<file path="src/rtl/decode_pipe.sv">
// decode_pipe -- RV32I decode stage with a two-entry skid buffer.
//
// Accepts an instruction/PC pair under valid/ready handshaking. It extracts the
// instruction fields and the sign-extended immediate, then holds the decoded
// result in a main register plus a skid register. Because of the skid register,
// ready_o depends only on registered state and full throughput is kept under
// backpressure. flush_i squashes every held entry and any same-cycle input.
//
// Optional feature: define DECODE_ILLEGAL_CHECK_EN to compute illegal_o at
// push time. Without it, illegal_o is constant 0.
//
// Ports:
//   clk, rst          clock, asynchronous active-high reset
//   valid_i/ready_o   upstream handshake; insn_i, pc_i are the payload
//   flush_i           drop all held entries and any same-cycle input
//   valid_o/ready_i   downstream handshake for the head entry
//   pc_o, insn_o      PC and raw instruction of the head entry
//   opcode_o .. shamt_o  instruction fields of the head entry
//   imm_o             sign-extended immediate of the head entry
//   illegal_o         head entry is not a legal RV32I encoding
module decode_pipe #(
  parameter int DWIDTH = 32,
  parameter int AWIDTH = 32
) (
  input  logic              clk,
  input  logic              rst,
  input  logic              valid_i,
  output logic              ready_o,
  input  logic [DWIDTH-1:0] insn_i,
  input  logic [AWIDTH-1:0] pc_i,
  input  logic              flush_i,
  output logic              valid_o,
  input  logic              ready_i,
  output logic [AWIDTH-1:0] pc_o,
  output logic [DWIDTH-1:0] insn_o,
  output logic [6:0]        opcode_o,
  output logic [4:0]        rd_o,
  output logic [2:0]        funct3_o,
  output logic [4:0]        rs1_o,
  output logic [4:0]        rs2_o,
  output logic [6:0]        funct7_o,
  output logic [4:0]        shamt_o,
  output logic [DWIDTH-1:0] imm_o,
  output logic              illegal_o
);

  if (DWIDTH != 32) begin : g_width_check
    $error("decode_pipe supports only DWIDTH = 32");
  end

  typedef enum logic [1:0] {EMPTY = 2'd0, ONE = 2'd1, TWO = 2'd2} state_t;

  state_t            state;
  logic [AWIDTH-1:0] main_pc, skid_pc;
  logic [DWIDTH-1:0] main_insn, skid_insn;
  logic [DWIDTH-1:0] main_imm, skid_imm;
  logic              main_ill, skid_ill;

  logic              push, pop;
  logic [DWIDTH-1:0] in_imm;
  logic              in_ill;

  assign ready_o = (state != TWO) && !rst;
  assign valid_o = (state != EMPTY);
  assign push    = valid_i && ready_o;
  assign pop     = valid_o && ready_i;

  // Immediate generation at the input side, so it is stored with the entry.
  always_comb begin
    in_imm = '0;
    case (insn_i[6:0])
      7'b0010011, 7'b0000011, 7'b1100111, 7'b1110011:
        in_imm = {{20{insn_i[31]}}, insn_i[31:20]};
      7'b0100011:
        in_imm = {{20{insn_i[31]}}, insn_i[31:25], insn_i[11:7]};
      7'b1100011:
        in_imm = {{20{insn_i[31]}}, insn_i[7], insn_i[30:25], insn_i[11:8], 1'b0};
      7'b0110111, 7'b0010111:
        in_imm = {insn_i[31:12], 12'b0};
      7'b1101111:
        in_imm = {{12{insn_i[31]}}, insn_i[19:12], insn_i[20], insn_i[30:21], 1'b0};
      default:
        in_imm = '0;
    endcase
  end

`ifdef DECODE_ILLEGAL_CHECK_EN
  logic [2:0] in_f3;
  logic [6:0] in_f7;
  assign in_f3 = insn_i[14:12];
  assign in_f7 = insn_i[31:25];

  always_comb begin
    in_ill = 1'b0;
    case (insn_i[6:0])
      7'b0110111, 7'b0010111, 7'b1101111, 7'b0001111, 7'b1110011:
        in_ill = 1'b0;
      7'b1100111: in_ill = (in_f3 != 3'b000);
      7'b1100011: in_ill = (in_f3 == 3'b010) || (in_f3 == 3'b011);
      7'b0000011: in_ill = (in_f3 == 3'b011) || (in_f3 == 3'b110) || (in_f3 == 3'b111);
      7'b0100011: in_ill = (in_f3 > 3'b010);
      // Shift-immediates reuse funct7: SLLI needs 0, SRLI/SRAI allow 0 or 0100000.
      7'b0010011: in_ill = ((in_f3 == 3'b001) && (in_f7 != 7'b0000000)) ||
                           ((in_f3 == 3'b101) && (in_f7 != 7'b0000000) &&
                            (in_f7 != 7'b0100000));
      // Only SUB and SRA use funct7 = 0100000.
      7'b0110011: in_ill = ((in_f7 != 7'b0000000) && (in_f7 != 7'b0100000)) ||
                           ((in_f7 == 7'b0100000) && (in_f3 != 3'b000) &&
                            (in_f3 != 3'b101));
      default:    in_ill = 1'b1;
    endcase
    if (insn_i[1:0] != 2'b11) in_ill = 1'b1;
  end
`else
  assign in_ill = 1'b0;
`endif

  // Occupancy FSM and entry storage. Flush overrides push and pop.
  always_ff @(posedge clk or posedge rst) begin
    if (rst) begin
      state     <= EMPTY;
      main_pc   <= '0;
      main_insn <= '0;
      main_imm  <= '0;
      main_ill  <= 1'b0;
      skid_pc   <= '0;
      skid_insn <= '0;
      skid_imm  <= '0;
      skid_ill  <= 1'b0;
    end else if (flush_i) begin
      state <= EMPTY;
    end else begin
      case (state)
        EMPTY: begin
          if (push) begin
            main_pc   <= pc_i;
            main_insn <= insn_i;
            main_imm  <= in_imm;
            main_ill  <= in_ill;
            state     <= ONE;
          end
        end
        ONE: begin
          if (push && !pop) begin
            skid_pc   <= pc_i;
            skid_insn <= insn_i;
            skid_imm  <= in_imm;
            skid_ill  <= in_ill;
            state     <= TWO;
          end else if (push && pop) begin
            main_pc   <= pc_i;
            main_insn <= insn_i;
            main_imm  <= in_imm;
            main_ill  <= in_ill;
          end else if (pop) begin
            state <= EMPTY;
          end
        end
        TWO: begin
          if (pop) begin
            main_pc   <= skid_pc;
            main_insn <= skid_insn;
            main_imm  <= skid_imm;
            main_ill  <= skid_ill;
            state     <= ONE;
          end
        end
        default: state <= EMPTY;
      endcase
    end
  end

  // Outputs come straight from the main register, so they are glitch-free.
  assign pc_o      = main_pc;
  assign insn_o    = main_insn;
  assign imm_o     = main_imm;
  assign illegal_o = main_ill;
  assign opcode_o  = main_insn[6:0];
  assign rd_o      = main_insn[11:7];
  assign funct3_o  = main_insn[14:12];
  assign rs1_o     = main_insn[19:15];
  assign rs2_o     = main_insn[24:20];
  assign funct7_o  = main_insn[31:25];
  assign shamt_o   = main_insn[24:20];

endmodule

</file>
<file path="config.mk">
export PLATFORM = sky130hd
export DESIGN_NAME = decode_pipe
export DESIGN_NICKNAME = d
export VERILOG_FILES = /design/src/rtl/decode_pipe.sv
export SDC_FILE = /design/constraint.sdc
export NUM_CORES = 1
export LEC_CHECK = 0
export CORE_MARGIN = 5
export CORE_UTILIZATION = 44
export CTS_CLUSTER_SIZE = 12
export DETAILED_ROUTE_END_ITERATION = 10
export PLACE_DENSITY = 0.82
export SYNTH_ARGS = -nofsm -noshare
export SYNTH_HDL_FRONTEND = slang
export SYNTH_SLANG_ARGS = --single-unit
</file>
<file path="constraint.sdc">
create_clock -name clk -period 20.6 [get_ports clk]
set_input_delay 4.12 -clock clk [delete_from_list [all_inputs] [get_ports clk]]
set_output_delay 4.12 -clock clk [all_outputs]
set_load 0.05 [all_outputs]
</file>
Word level (Yosys, flattened, before mapping) --
Cells that the tools add are included.
Operators by class: add/subtract/negate cells 0, multiply operators 0, div/mod/pow operators 0, $lt $le $gt $ge 0, equal/unequal tests 20, shifts and indexed selects 0, muxes and demuxes 28, bitwise logic cells 1, reduce and logical (&&, ||, !) cells 15
Operators with widths (number):
- 32-bit two-way mux | 12
- 32-bit case mux with 3 select lines | 3
- 32-bit case mux with 5 select lines | 1
- 7-bit equality test, second input constant | 4
- 7-bit by 5-bit equality test with 1-bit output, second input constant | 2
- 7-bit by 6-bit equality test with 1-bit output, second input constant | 2
- 2-bit two-way mux | 6
- 2-bit inequality test, second input constant | 5
- 4-bit inequality test, second input constant | 2
- 7-bit by 2-bit equality test with 1-bit output, second input constant | 1
- 3-bit inequality test, second input constant | 2
- 2-bit case mux with 3 select lines | 1
- 6-bit AND reduction | 1
- 1-bit logical AND | 5
- 1-bit two-way mux | 4
- 4-bit AND reduction | 1
- 4-bit OR reduction | 1
- 1-bit case mux with 3 select lines | 1
- 3-bit AND reduction | 1
- 3-bit nonzero test | 1
- 2-bit by 1-bit equality test with 1-bit output, second input constant | 1
- 2-bit equality test, second input constant | 1
- 1-bit logical NOT | 2
- 2-bit logical NOT | 1
- other kinds (3) | 3
Storage, ports and cells: bits in registers 195, bits in latches 0, RAM bits 0, bits in read-only memories 0, output and inout port bits 136, logic and storage cells 72, memories kept 0

Logic depth before layout (Yosys ltp) --
Gate-level depths: netlist (run 1).
depth in word-level cells 8, depth in mapped cells 9, depth with buffers taken out 5

Least setup slack after synthesis (run 1) --
No wires, ideal clock.
path kind input port to output port, from input port rst, to output port ready_o, data arrival time 4.774 ns, data required time 16.480 ns, path slack 11.706 ns, stages 1, buffers on the path 0, cells stage by stage nor2_1
Between the ends: cells in the longest elaborated chain, start to end 2
RTL lines:
- from (decl) | RTL line 26 | input logic rst,
- 1-bit logical NOT (no line)
- 1-bit logical AND | RTL line 63 | assign ready_o = (state != TWO) && !rst;
- to (decl) | RTL line 28 | output logic ready_o,
Every way passes these cells.

Worst setup path after layout (run 1) --
Ends and elaborated chain as after synthesis.

==> results of run 1 <==
how the worst max path moves through the flow:
stage,cells after the start,start,end,slack [ns]
floorplan,1,rst,imm_o[0]$_DFFE_PP0P_,11.20
global placement,3,rst,ready_o,10.82
detailed placement,3,rst,ready_o,10.84
CTS,3,rst,ready_o,10.83
global route,3,rst,ready_o,10.75
finish,3,rst,ready_o,10.84
where the power goes:
| group | switching [mW] | total (mW) | internal, mW |
|---|---|---|---|
| clock | 0.144 | 0.364 | 0.220 |
| combinational | 0.276 | 0.410 | 0.134 |
| sequential | 0.0417 | 0.489 | 0.447 |
kinds of logic after synthesis:
family                 Yosys count
AND/OR/NAND/NOR                507
flip-flops                     194
AO/OA/AOI/OAI                  193
buffers and inverters          114
XOR/XNOR                         1
other                            1
critical path, delay by kind of cell:
family                 cells  cell delay, ns
buffers and inverters      2            1.36
AND/OR/NAND/NOR            1            0.16
stage by stage:
stage                     total power, mW  hold slack [ns]  worst slack, ns  utilization, %  instances
after CTS                            1.27            0.479            10.83            57.7       1408
after global placement              0.898            0.450            10.82            54.4       1377
after detailed placement            0.908            0.462            10.84            54.4       1377
after global routing                 1.32            0.493            10.75            57.7       1408
after floorplan                     0.776            0.439            11.20               -       1010
final                                1.26            0.477            10.84            57.7       1408
final cells by class:
cell class,instances,area (µm²)
inverters,4,22.5
fillers,1748,8270
clock inverters,11,200
repair buffers,212,2100
well taps,265,332
flip-flops and latches,194,4850
clock buffers,20,447
multi-input cells,702,3300
cells in the final DEF (no fill, tap or decap), types with 2 or more instances in the layout:
| master | netlist | routed |
|---|---|---|
| sky130_fd_sc_hd__a32oi_1 | 4 | 4 |
| sky130_fd_sc_hd__clkdlybuf4s50_1 | 0 | 203 |
| sky130_fd_sc_hd__a221oi_1 | 6 | 6 |
| sky130_fd_sc_hd__nand2_1 | 355 | 355 |
| sky130_fd_sc_hd__o22ai_1 | 2 | 2 |
| sky130_fd_sc_hd__dfrtp_1 | 194 | 194 |
| sky130_fd_sc_hd__bufinv_16 | 0 | 5 |
| sky130_fd_sc_hd__and2_1 | 2 | 2 |
| sky130_fd_sc_hd__nor2_1 | 108 | 108 |
| sky130_fd_sc_hd__o21ai_1 | 2 | 2 |
| sky130_fd_sc_hd__inv_6 | 0 | 2 |
| sky130_fd_sc_hd__nand2b_1 | 3 | 2 |
| sky130_fd_sc_hd__clkbuf_16 | 0 | 17 |
| sky130_fd_sc_hd__nand3_1 | 8 | 7 |
| sky130_fd_sc_hd__clkinv_4 | 0 | 2 |
| sky130_fd_sc_hd__a211oi_2 | 2 | 2 |
| sky130_fd_sc_hd__a211oi_1 | 17 | 17 |
| sky130_fd_sc_hd__a21o_1 | 2 | 2 |
| sky130_fd_sc_hd__buf_4 | 39 | 9 |
| sky130_fd_sc_hd__and3_1 | 5 | 4 |
| sky130_fd_sc_hd__inv_1 | 4 | 3 |
| sky130_fd_sc_hd__a22o_1 | 7 | 7 |
| sky130_fd_sc_hd__o21ai_0 | 39 | 39 |
| sky130_fd_sc_hd__clkinvlp_4 | 0 | 2 |
| sky130_fd_sc_hd__nor3_1 | 14 | 14 |
| sky130_fd_sc_hd__a21oi_1 | 25 | 25 |
| sky130_fd_sc_hd__a31oi_1 | 75 | 75 |
| sky130_fd_sc_hd__o21a_1 | 3 | 3 |
| sky130_fd_sc_hd__o211ai_1 | 4 | 4 |
| sky130_fd_sc_hd__clkbuf_1 | 40 | 2 |
registers in the layout, summed over array words and instances, names as in the netlist:
register   cells
skid_insn     32
insn_o        32
skid_pc       32
state          2
pc_o          32
imm_o         32
skid_imm      32
per-layer routing:
metal / global-route usage [%] / part of all wire, % / vias up
met5: 0 / 0 / -
met3: 4.58 / 7.7 / 23
met1: 28.7 / 43 / 3588
li1: - / - / 3565
met2: 33.8 / 48 / 258
met4: 6.57 / 1.6 / 0
==> run_results.csv, run 1 <==
group,metric,value,unit
clocking,ctsResizeCount,0,
die,std_cell_rows,51,
logic_synthesis,post_synth_fa_ha_maj_area_fraction,0,%
timing,final-max-slew-violation-count,0,
min_path,min_path_cells,2,
logic_synthesis,synth-compound-area-share,14.1,%
logic_synthesis,yosys.area.top_type,"sky130_fd_sc_hd__dfrtp_1",
worst_setup_path,crit_slowest_cell,"sky130_fd_sc_hd__clkdlybuf4s50_1",
global_route,first_pass_grt_wire_length,38000,µm
logic_synthesis,nets_in_the_synthesized_netlist,1079,
worst_setup_path,critPathArrivalTime,5.64,ns
worst_setup_path,worstReg2RegStart,"state[1]$_DFFE_PP0P_",
min_path,hold_end,"skid_pc[13]$_DFFE_PP0P_",
logic_synthesis,synth_top_area_share,55.5,%
worst_setup_path,timing.reg2reg.worst_path_depth,7,
routing,drtPass1Iterations,5,
die,floorplan.core_area,19500,µm²
worst_setup_path,timing_worst_setup_path_type,"input port to primary output",
logic_synthesis,syn-mean-instance-area,8.66,µm²
worst_setup_path,regToRegEndpoint,"imm_o[4]$_DFFE_PP0P_",
logic_synthesis,ys.warnings.count,0,
final_layout,finish.net_count,1200,
clocking,cts_tree,"yes",
logic_synthesis,post_synth_main_area_contributors,"sky130_fd_sc_hd__dfrtp_1 (56%), sky130_fd_sc_hd__nand2_1 (15%), sky130_fd_sc_hd__a31oi_1 (5.4%)",
logic_synthesis,synthesis.area,8750,µm²
final_layout,number_of_diodes_added_for_antenna_fixing,0,
die,chipHeight,151,µm
clocking,clock-sinks,194,
power_and_ir_drop,leakagePower,4.97,nW
worst_setup_path,critical_path.startpoint_type,"input port",
final_layout,finalInstanceArea,11300,µm²
die,design.portCount,205,
clocking,cts_setup_buffers,0,
worst_setup_path,cp_slowest_stage_delay,0.81,ns
clocking,hold_buffers,0,
logic_synthesis,async_reset_ff_share,100,%
timing,setup_violations,0,
timing,totalNegativeSetupSlack,0,ns
logic_synthesis,postSynthRegisterBits,194,
die,start_util,44.8,%
worst_setup_path,worstPathCellList,"clkdlybuf4s50_1 > nor2_1 > clkdlybuf4s50_1",
worst_setup_path,worst_setup_path_end_kind,"primary output",
timing,rsz_0062_raised_after_global_routing,"no",
worst_setup_path,critPathRequiredTime,16.48,ns
timing,max_slew.worst_pin.slew,1.17,ns
placement,routabilityCongestion,0.882,
min_path,hold_startpoint,"skid_pc[13]$_DFFE_PP0P_",
logic_synthesis,synth_top_family_by_area,"simple AND/OR/NAND/NOR gates",
worst_setup_path,r2r_slack,17.54,ns
min_path,hold_path.class,"flip-flop to flip-flop",
routing,number_of_design_rule_violations_left_after_detail_routing,0,
routing,routed_via_density,5.28,
global_route,number_of_antenna_violations_at_the_first_check_in_global_routing,0,
logic_synthesis,synth.top_cells.by_count,"sky130_fd_sc_hd__nand2_1 (355), sky130_fd_sc_hd__dfrtp_1 (194), sky130_fd_sc_hd__nor2_1 (108)",
timing,maxSlewHeadroom,21.5,%
power_and_ir_drop,power_density,112,nW/µm²
routing,wl_per_cell,16.9,µm
flow_run,max-cap-violations,0,
die,die_area,22800,µm²
clocking,clk_pin_slew,0.07,ns
logic_synthesis,synth_sequential_area_ratio,55.5,%
timing,layout_min_cycle_time,9.76,ns
run_status,outcome,"completed",
final_layout,flow.area_growth_from_synthesis,28.7,%
global_route,groute.usage.overall,21.0,%
global_route,grt.overflow.total,0,
timing,timing.final.hold_violations,0,
routing,vias,7434,
power_and_ir_drop,worst_ir_drop_on_vdd,59.0,µV
logic_synthesis,dominantRegCellSynth,"sky130_fd_sc_hd__dfrtp_1",
die,die_width,151,µm
logic_synthesis,synthXorXnorAreaFrac,0.100,%
placement,buffer_ports.inserted,203,
final_layout,final_layout_size_suffix_gt1_share,4.55,%
timing,finalClockSkew,0.00846,ns
logic_synthesis,number_of_flops_mapped_to_enable_cells_by_yosys,0,
logic_synthesis,library_cell_with_the_highest_instance_count_after_synthesis,"sky130_fd_sc_hd__nand2_1",
timing,max_freq,102,MHz
timing,period_share,47.4,%
global_route,grt_start_max_net_pins,131,
logic_synthesis,yosys-mux-area-fraction,0,%
routing,drt-initial-drc-count,624,
worst_setup_path,cp_max_fo,4,
clocking,worstSkewPairLatency,0.42,ns
placement,placedInstanceArea,10600,µm²
clocking,cts-buffers-inserted,17,
worst_setup_path,crit_path_frequent_cell,"sky130_fd_sc_hd__clkdlybuf4s50_1",
logic_synthesis,post_synth_inst_count,1010,
placement,dpl_wire_length,15000,µm
global_route,grt_pass1_vias,7298,
clocking,clock_tree.htree_level_count,4,
routing,detail-route-antenna-nets,0,
clocking,clock_tree.root_cell,"sky130_fd_sc_hd__clkbuf_16",
clocking,cts_max_path_buffers,2,
logic_synthesis,synth_simple_gate_area_share,23.1,%
routing,detail_route.wirelength,23800,µm
logic_synthesis,synth_cell_types,45,
Power figures use the tool's default switching activity.
==> inputs of run 2 (changes only) <==
--- a/config.mk
+++ b/config.mk
@@ -9,7 +9,7 @@
 export CORE_UTILIZATION = 44
 export CTS_CLUSTER_SIZE = 12
 export DETAILED_ROUTE_END_ITERATION = 10
-export PLACE_DENSITY = 0.82
+export PLACE_DENSITY = 0.85
 export SYNTH_ARGS = -nofsm -noshare
 export SYNTH_HDL_FRONTEND = slang
 export SYNTH_SLANG_ARGS = --single-unit
==> constraint.sdc (replaced) <==
create_clock -name clk -period 8.24 [get_ports clk]
set_input_delay 1.648 -clock clk [delete_from_list [all_inputs] [get_ports clk]]
set_output_delay 1.648 -clock clk [all_outputs]
set_load 0.05 [all_outputs]
==> run_results.csv, run 2 (synthesis results as in run 1) <==
group,metric,value,unit
run_status,outcome,"completed",
final_layout,number_of_diodes_added_for_antenna_fixing,0,
final_layout,finalInstanceArea,11200,µm²
final_layout,mostFrequentLayoutCell,"sky130_fd_sc_hd__nand2_1",
worst_setup_path,crit_path_frequent_cell,"sky130_fd_sc_hd__clkdlybuf4s50_1",
final_layout,flow.area_growth_from_synthesis,28.0,%
die,chipHeight,151,µm
clocking,clock_tree.root_cell,"sky130_fd_sc_hd__clkbuf_16",
clocking,clock-sinks,194,
final_layout,mostFrequentLayoutCells,"sky130_fd_sc_hd__nand2_1 (355), sky130_fd_sc_hd__clkdlybuf4s50_1 (203), sky130_fd_sc_hd__dfrtp_1 (194)",
power_and_ir_drop,power_density,274,nW/µm²
final_layout,finish.net_count,1200,
worst_setup_path,critPathRequiredTime,6.59,ns
timing,max_freq,208,MHz
die,floorplan.core_area,19500,µm²
clocking,cts_max_path_buffers,2,
timing,totalNegativeSetupSlack,0,ns
timing,period_share,58.5,%
die,die_width,151,µm
die,std_cell_rows,51,
placement,routabilityCongestion,0.851,
placement,placedInstanceArea,10600,µm²
routing,vias,7556,
worst_setup_path,cp_slowest_stage_delay,0.81,ns
worst_setup_path,crit_family,"buffers and inverters",
worst_setup_path,worst_setup_path_end_kind,"primary output",
power_and_ir_drop,worst_ir_drop_on_vdd,132,µV
placement,buffer_ports.inserted,203,
die,start_util,44.8,%
timing,layout_min_cycle_time,4.82,ns
global_route,first_pass_grt_wire_length,38100,µm
worst_setup_path,cp_num_buf_inv,2,
min_path,hold_path.class,"flip-flop to flip-flop",
timing,setup_violations,0,
min_path,min_path_cells,2,
routing,detail-route-antenna-nets,0,
die,design.portCount,205,
timing,timing.final.hold_violations,0,
worst_setup_path,timing.reg2reg.worst_path_depth,7,
placement,dpl_wire_length,15400,µm
clocking,worstSkewPairLatency,0.42,ns
routing,wl_met3,1890,µm
timing,rsz_0062_raised_after_global_routing,"no",
routing,drtPass1Iterations,5,
routing,wl_met2,11100,µm
routing,detail_route.wirelength.met1,10200,µm
flow_run,max-cap-violations,0,
clocking,clock_tree.htree_level_count,4,
die,die_area,22800,µm²
clocking,hold_buffers,0,
global_route,grt_pass1_vias,7274,
clocking,ctsResizeCount,0,
routing,drt-initial-drc-count,593,
routing,detail_route.wirelength,23800,µm
power_and_ir_drop,leakagePower,4.95,nW
routing,wl_per_cell,16.9,µm
routing,top_layer,"met5",
global_route,groute.usage.overall,21.1,%
timing,final-max-slew-violation-count,0,
worst_setup_path,cp_max_fo,4,
timing,max_slew.worst_pin.slew,1.21,ns
routing,routed_via_density,5.36,
global_route,grt_start_max_net_pins,115,
worst_setup_path,worstPathCellList,"clkdlybuf4s50_1 > nor2_1 > clkdlybuf4s50_1",
clocking,cts_setup_buffers,0,
clocking,cts-buffers-inserted,17,
worst_setup_path,timing_worst_setup_path_type,"input port to primary output",
worst_setup_path,critPathArrivalTime,3.17,ns
global_route,grt.overflow.total,0,
global_route,number_of_antenna_violations_at_the_first_check_in_global_routing,1,
worst_setup_path,crit_slowest_cell,"sky130_fd_sc_hd__clkdlybuf4s50_1",
timing,finalClockSkew,0.00914,ns
clocking,cts_tree,"yes",
routing,number_of_design_rule_violations_left_after_detail_routing,0,
clocking,clk_pin_slew,0.07,ns
worst_setup_path,critical_path.startpoint_type,"input port",
final_layout,final_layout_size_suffix_gt1_share,4.55,%
worst_setup_path,path_depth,3,
timing,maxSlewHeadroom,19.0,%
## run 2: cell count changes in the layout (fill, tap and decap cells not counted), sizes merged
cell / delta
clkinv: +3
clkinvlp: -1
clkbuf: +1
bufinv: -3
inv: +1
## run 2: worst paths after layout
| check | startpoint | endpoint | slack, ns |
|---|---|---|---|
| worst max-delay path | rst | ready_o | 3.42 |
| worst min-delay path | skid_pc[9]$_DFFE_PP0P_ | skid_pc[9]$_DFFE_PP0P_ | 0.48 |
| worst max register to register | state[1]$_DFFE_PP0P_ | imm_o[4]$_DFFE_PP0P_ | 4.74 |
| worst min register to register | skid_pc[9]$_DFFE_PP0P_ | skid_pc[9]$_DFFE_PP0P_ | 0.48 |
| max in group asynchronous | rst | insn_o[13]$_DFFE_PP0P_ | 4.80 |
| min in group asynchronous | rst | pc_o[14]$_DFFE_PP0P_ | 1.86 |
## run 2: report_power, final
part	total [mW]	switching [mW]	internal [mW]
registers	1.22	0.107	1.12
clock network	0.822	0.362	0.459
logic	1.02	0.688	0.336
total	3.07	1.16	1.91
## run 2: metrics by stage
step                total power, mW  setup slack [ns]  instances  util [%]  hold slack (ns)
global placement               2.25              3.43       1377      54.4            0.449
global route                   3.21              3.36       1409      57.3            0.495
finish                         3.07              3.42       1409      57.3            0.476
floorplan                      1.94              1.31       1010         -            0.439
detailed placement             2.27              3.42       1377      54.4            0.462
CTS                            3.09              3.41       1409      57.3            0.475
## run 2: final cells by class
class,count,area [µm²]
tap,265,332
multi-input combinational,702,3300
clock inverter,11,129
fill,1705,8330
timing repair buffer,212,2100
clock buffer,21,450
sequential,194,4850
inverter,4,22.5
## run 2: per-layer routing
layer | GRT usage, % | vias to the layer above
li1 | - | 3558
met5 | 0 | -
met2 | 33.2 | 306
met4 | 6.98 | 2
met1 | 28.7 | 3643
met3 | 5.57 | 47
## run 2: tightest hold or removal path: stages (launching register included)
cell	delay (ns)
sky130_fd_sc_hd__dfrtp_1	0.34
sky130_fd_sc_hd__nand2_1	0.05
sky130_fd_sc_hd__nand2_1	0.05
==> inputs of run 3 (changes only) <==
==> constraint.sdc (replaced) <==
create_clock -name clk -period 4.4 [get_ports clk]
set_input_delay 0.88 -clock clk [delete_from_list [all_inputs] [get_ports clk]]
set_output_delay 0.88 -clock clk [all_outputs]
set_load 0.05 [all_outputs]
==> run_results.csv, run 3 (synthesis results as in run 1) <==
group,metric,value,unit
timing,totalNegativeSetupSlack,0,ns
timing,timing.final.hold_violations,0,
die,std_cell_rows,51,
run_status,outcome,"completed",
global_route,grt_pass1_vias,7464,
timing,final-max-slew-violation-count,0,
timing,layout_min_cycle_time,3.21,ns
die,design.portCount,205,
timing,rsz_0062_raised_after_global_routing,"no",
power_and_ir_drop,power.share.sequential,38.8,%
min_path,hold_path.class,"flip-flop to flip-flop",
clocking,clock_tree.root_cell,"sky130_fd_sc_hd__clkbuf_16",
power_and_ir_drop,power.share.clock,28.7,%
die,floorplan.core_area,19500,µm²
final_layout,mostFrequentLayoutCell,"sky130_fd_sc_hd__nand2_1",
clocking,cts_max_path_buffers,2,
flow_run,max-cap-violations,0,
placement,buffer_ports.inserted,203,
final_layout,number_of_diodes_added_for_antenna_fixing,0,
global_route,grt_start_max_net_pins,101,
clocking,cts_setup_buffers,0,
clocking,clock_tree.htree_level_count,4,
clocking,cts_tree,"yes",
worst_setup_path,critPathArrivalTime,2.33,ns
placement,dpl_wire_length,15700,µm
timing,maxSlewHeadroom,29.2,%
die,chipHeight,151,µm
timing,finalClockSkew,0.00974,ns
global_route,grt.overflow.total,0,
timing,hold_ws,0.477,ns
worst_setup_path,worst_setup_path_end_kind,"primary output",
power_and_ir_drop,power_report.internal_total,3.70,mW
routing,detail-route-antenna-nets,0,
clocking,worstSkewPairLatency,0.43,ns
power_and_ir_drop,power_frac_comb,32.5,%
worst_setup_path,critPathRequiredTime,3.52,ns
routing,drtPass1Iterations,5,
final_layout,finish.net_count,1204,
routing,detail_route.wirelength,24100,µm
routing,vias,7526,
timing,period_share,73.0,%
clocking,clk_pin_slew,0.07,ns
timing,max_freq,312,MHz
clocking,clock-sinks,194,
global_route,groute.usage.overall,21.2,%
power_and_ir_drop,worst_ir_drop_on_vdd,261,µV
power_and_ir_drop,leakagePower,5.00,nW
final_layout,final_layout_size_suffix_gt1_share,5.14,%
die,die_width,151,µm
power_and_ir_drop,netSwitchingFraction,37.5,%
worst_setup_path,timing_worst_setup_path_type,"input port to primary output",
die,die_area,22800,µm²
worst_setup_path,cp_max_fo,4,
global_route,first_pass_grt_wire_length,38500,µm
routing,wl_per_cell,17.1,µm
power_and_ir_drop,power_density,523,nW/µm²
routing,drt-initial-drc-count,631,
clocking,hold_buffers,0,
final_layout,mostFrequentLayoutCells,"sky130_fd_sc_hd__nand2_1 (355), sky130_fd_sc_hd__clkdlybuf4s50_1 (203), sky130_fd_sc_hd__dfrtp_1 (194)",
die,start_util,44.8,%
clocking,ctsResizeCount,0,
global_route,number_of_antenna_violations_at_the_first_check_in_global_routing,0,
power_and_ir_drop,power_switching,2.22,mW
timing,max_slew.worst_pin.slew,1.06,ns
routing,number_of_design_rule_violations_left_after_detail_routing,0,
clocking,cts-buffers-inserted,17,
timing,setup_violations,0,
worst_setup_path,critical_path.startpoint_type,"input port",
routing,routed_via_density,5.33,
placement,routabilityCongestion,0.873,
final_layout,filler_cell_count,1704,
final_layout,flow.area_growth_from_synthesis,29.4,%
run 3: changes by cell type in the layout (fill, tap and decap cells not counted):
cell	before	now
sky130_fd_sc_hd__clkinvlp_4	1	4
sky130_fd_sc_hd__clkbuf_8	1	0
sky130_fd_sc_hd__buf_12	0	3
sky130_fd_sc_hd__inv_6	2	4
sky130_fd_sc_hd__clkinv_2	3	0
sky130_fd_sc_hd__buf_4	9	10
sky130_fd_sc_hd__clkbuf_1	3	0
sky130_fd_sc_hd__bufinv_16	2	4
run 3: area by class of cell:
class / count / area, µm² / area share [%]
timing repair buffer: 216 / 2170 / 19.1
clock buffer: 17 / 425 / 3.76
tap: 265 / 332 / 2.93
inverter: 4 / 18.8 / 0.166
clock inverter: 15 / 218 / 1.92
multi-input combinational: 702 / 3300 / 29.2
sequential: 194 / 4850 / 42.9
run 3: metal layers:
layer | GRT usage (%) | routed length (µm) | vias up
met1 | 28.3 | 10400 | 3633
met3 | 4.94 | 1720 | 35
met4 | 7.30 | 491 | 0
li1 | - | - | 3573
met2 | 34.1 | 11500 | 285
met5 | 0 | 0 | -
run 3: final timing paths:
| check | start | end | slack [ns] | cells past startpoint |
|---|---|---|---|---|
| max in group asynchronous | rst | skid_insn[11]$_DFFE_PP0P_ | 2.40 | 3 |
| min in group asynchronous | rst | skid_pc[7]$_DFFE_PP0P_ | 1.10 | 2 |
| min | skid_insn[7]$_DFFE_PP0P_ | skid_insn[7]$_DFFE_PP0P_ | 0.48 | 2 |
| max | rst | ready_o | 1.19 | 3 |
| min reg2reg | skid_insn[7]$_DFFE_PP0P_ | skid_insn[7]$_DFFE_PP0P_ | 0.48 | 2 |
| max reg2reg | state[1]$_DFFE_PP0P_ | imm_o[23]$_DFFE_PP0P_ | 1.92 | 6 |
run 3: power groups by stage:
stage | clock (mW) | combinational, mW | sequential, mW
6_report | 1.69 | 1.92 | 2.30
2_1_floorplan | 0 | 0.756 | 2.88
5_1_grt | 1.80 | 2.03 | 2.34
3_5_place_dp | 0 | 1.94 | 2.33
3_3_place_gp | 0 | 1.90 | 2.31
4_1_cts | 1.72 | 1.94 | 2.30
run 3: metrics by stage:
stage                     std cells  instance area, µm²  worst slack, ns  utilization (%)  power (mW)
after CTS                      1413               11300             1.18             58.0        5.96
final                          1413               11300             1.19             58.0        5.92
after detailed placement       1381               10700            0.908             54.7        4.26
after global placement         1381               10700            0.980             54.7        4.22
after floorplan                1010                8750             1.02                -        3.64
after global routing           1413               11300             1.17             58.0        6.17
run 3: critical path: stages:
cell	delay [ns]
sky130_fd_sc_hd__clkdlybuf4s50_1	0.50
sky130_fd_sc_hd__nor2_1	0.13
sky130_fd_sc_hd__clkdlybuf4s50_1	0.81
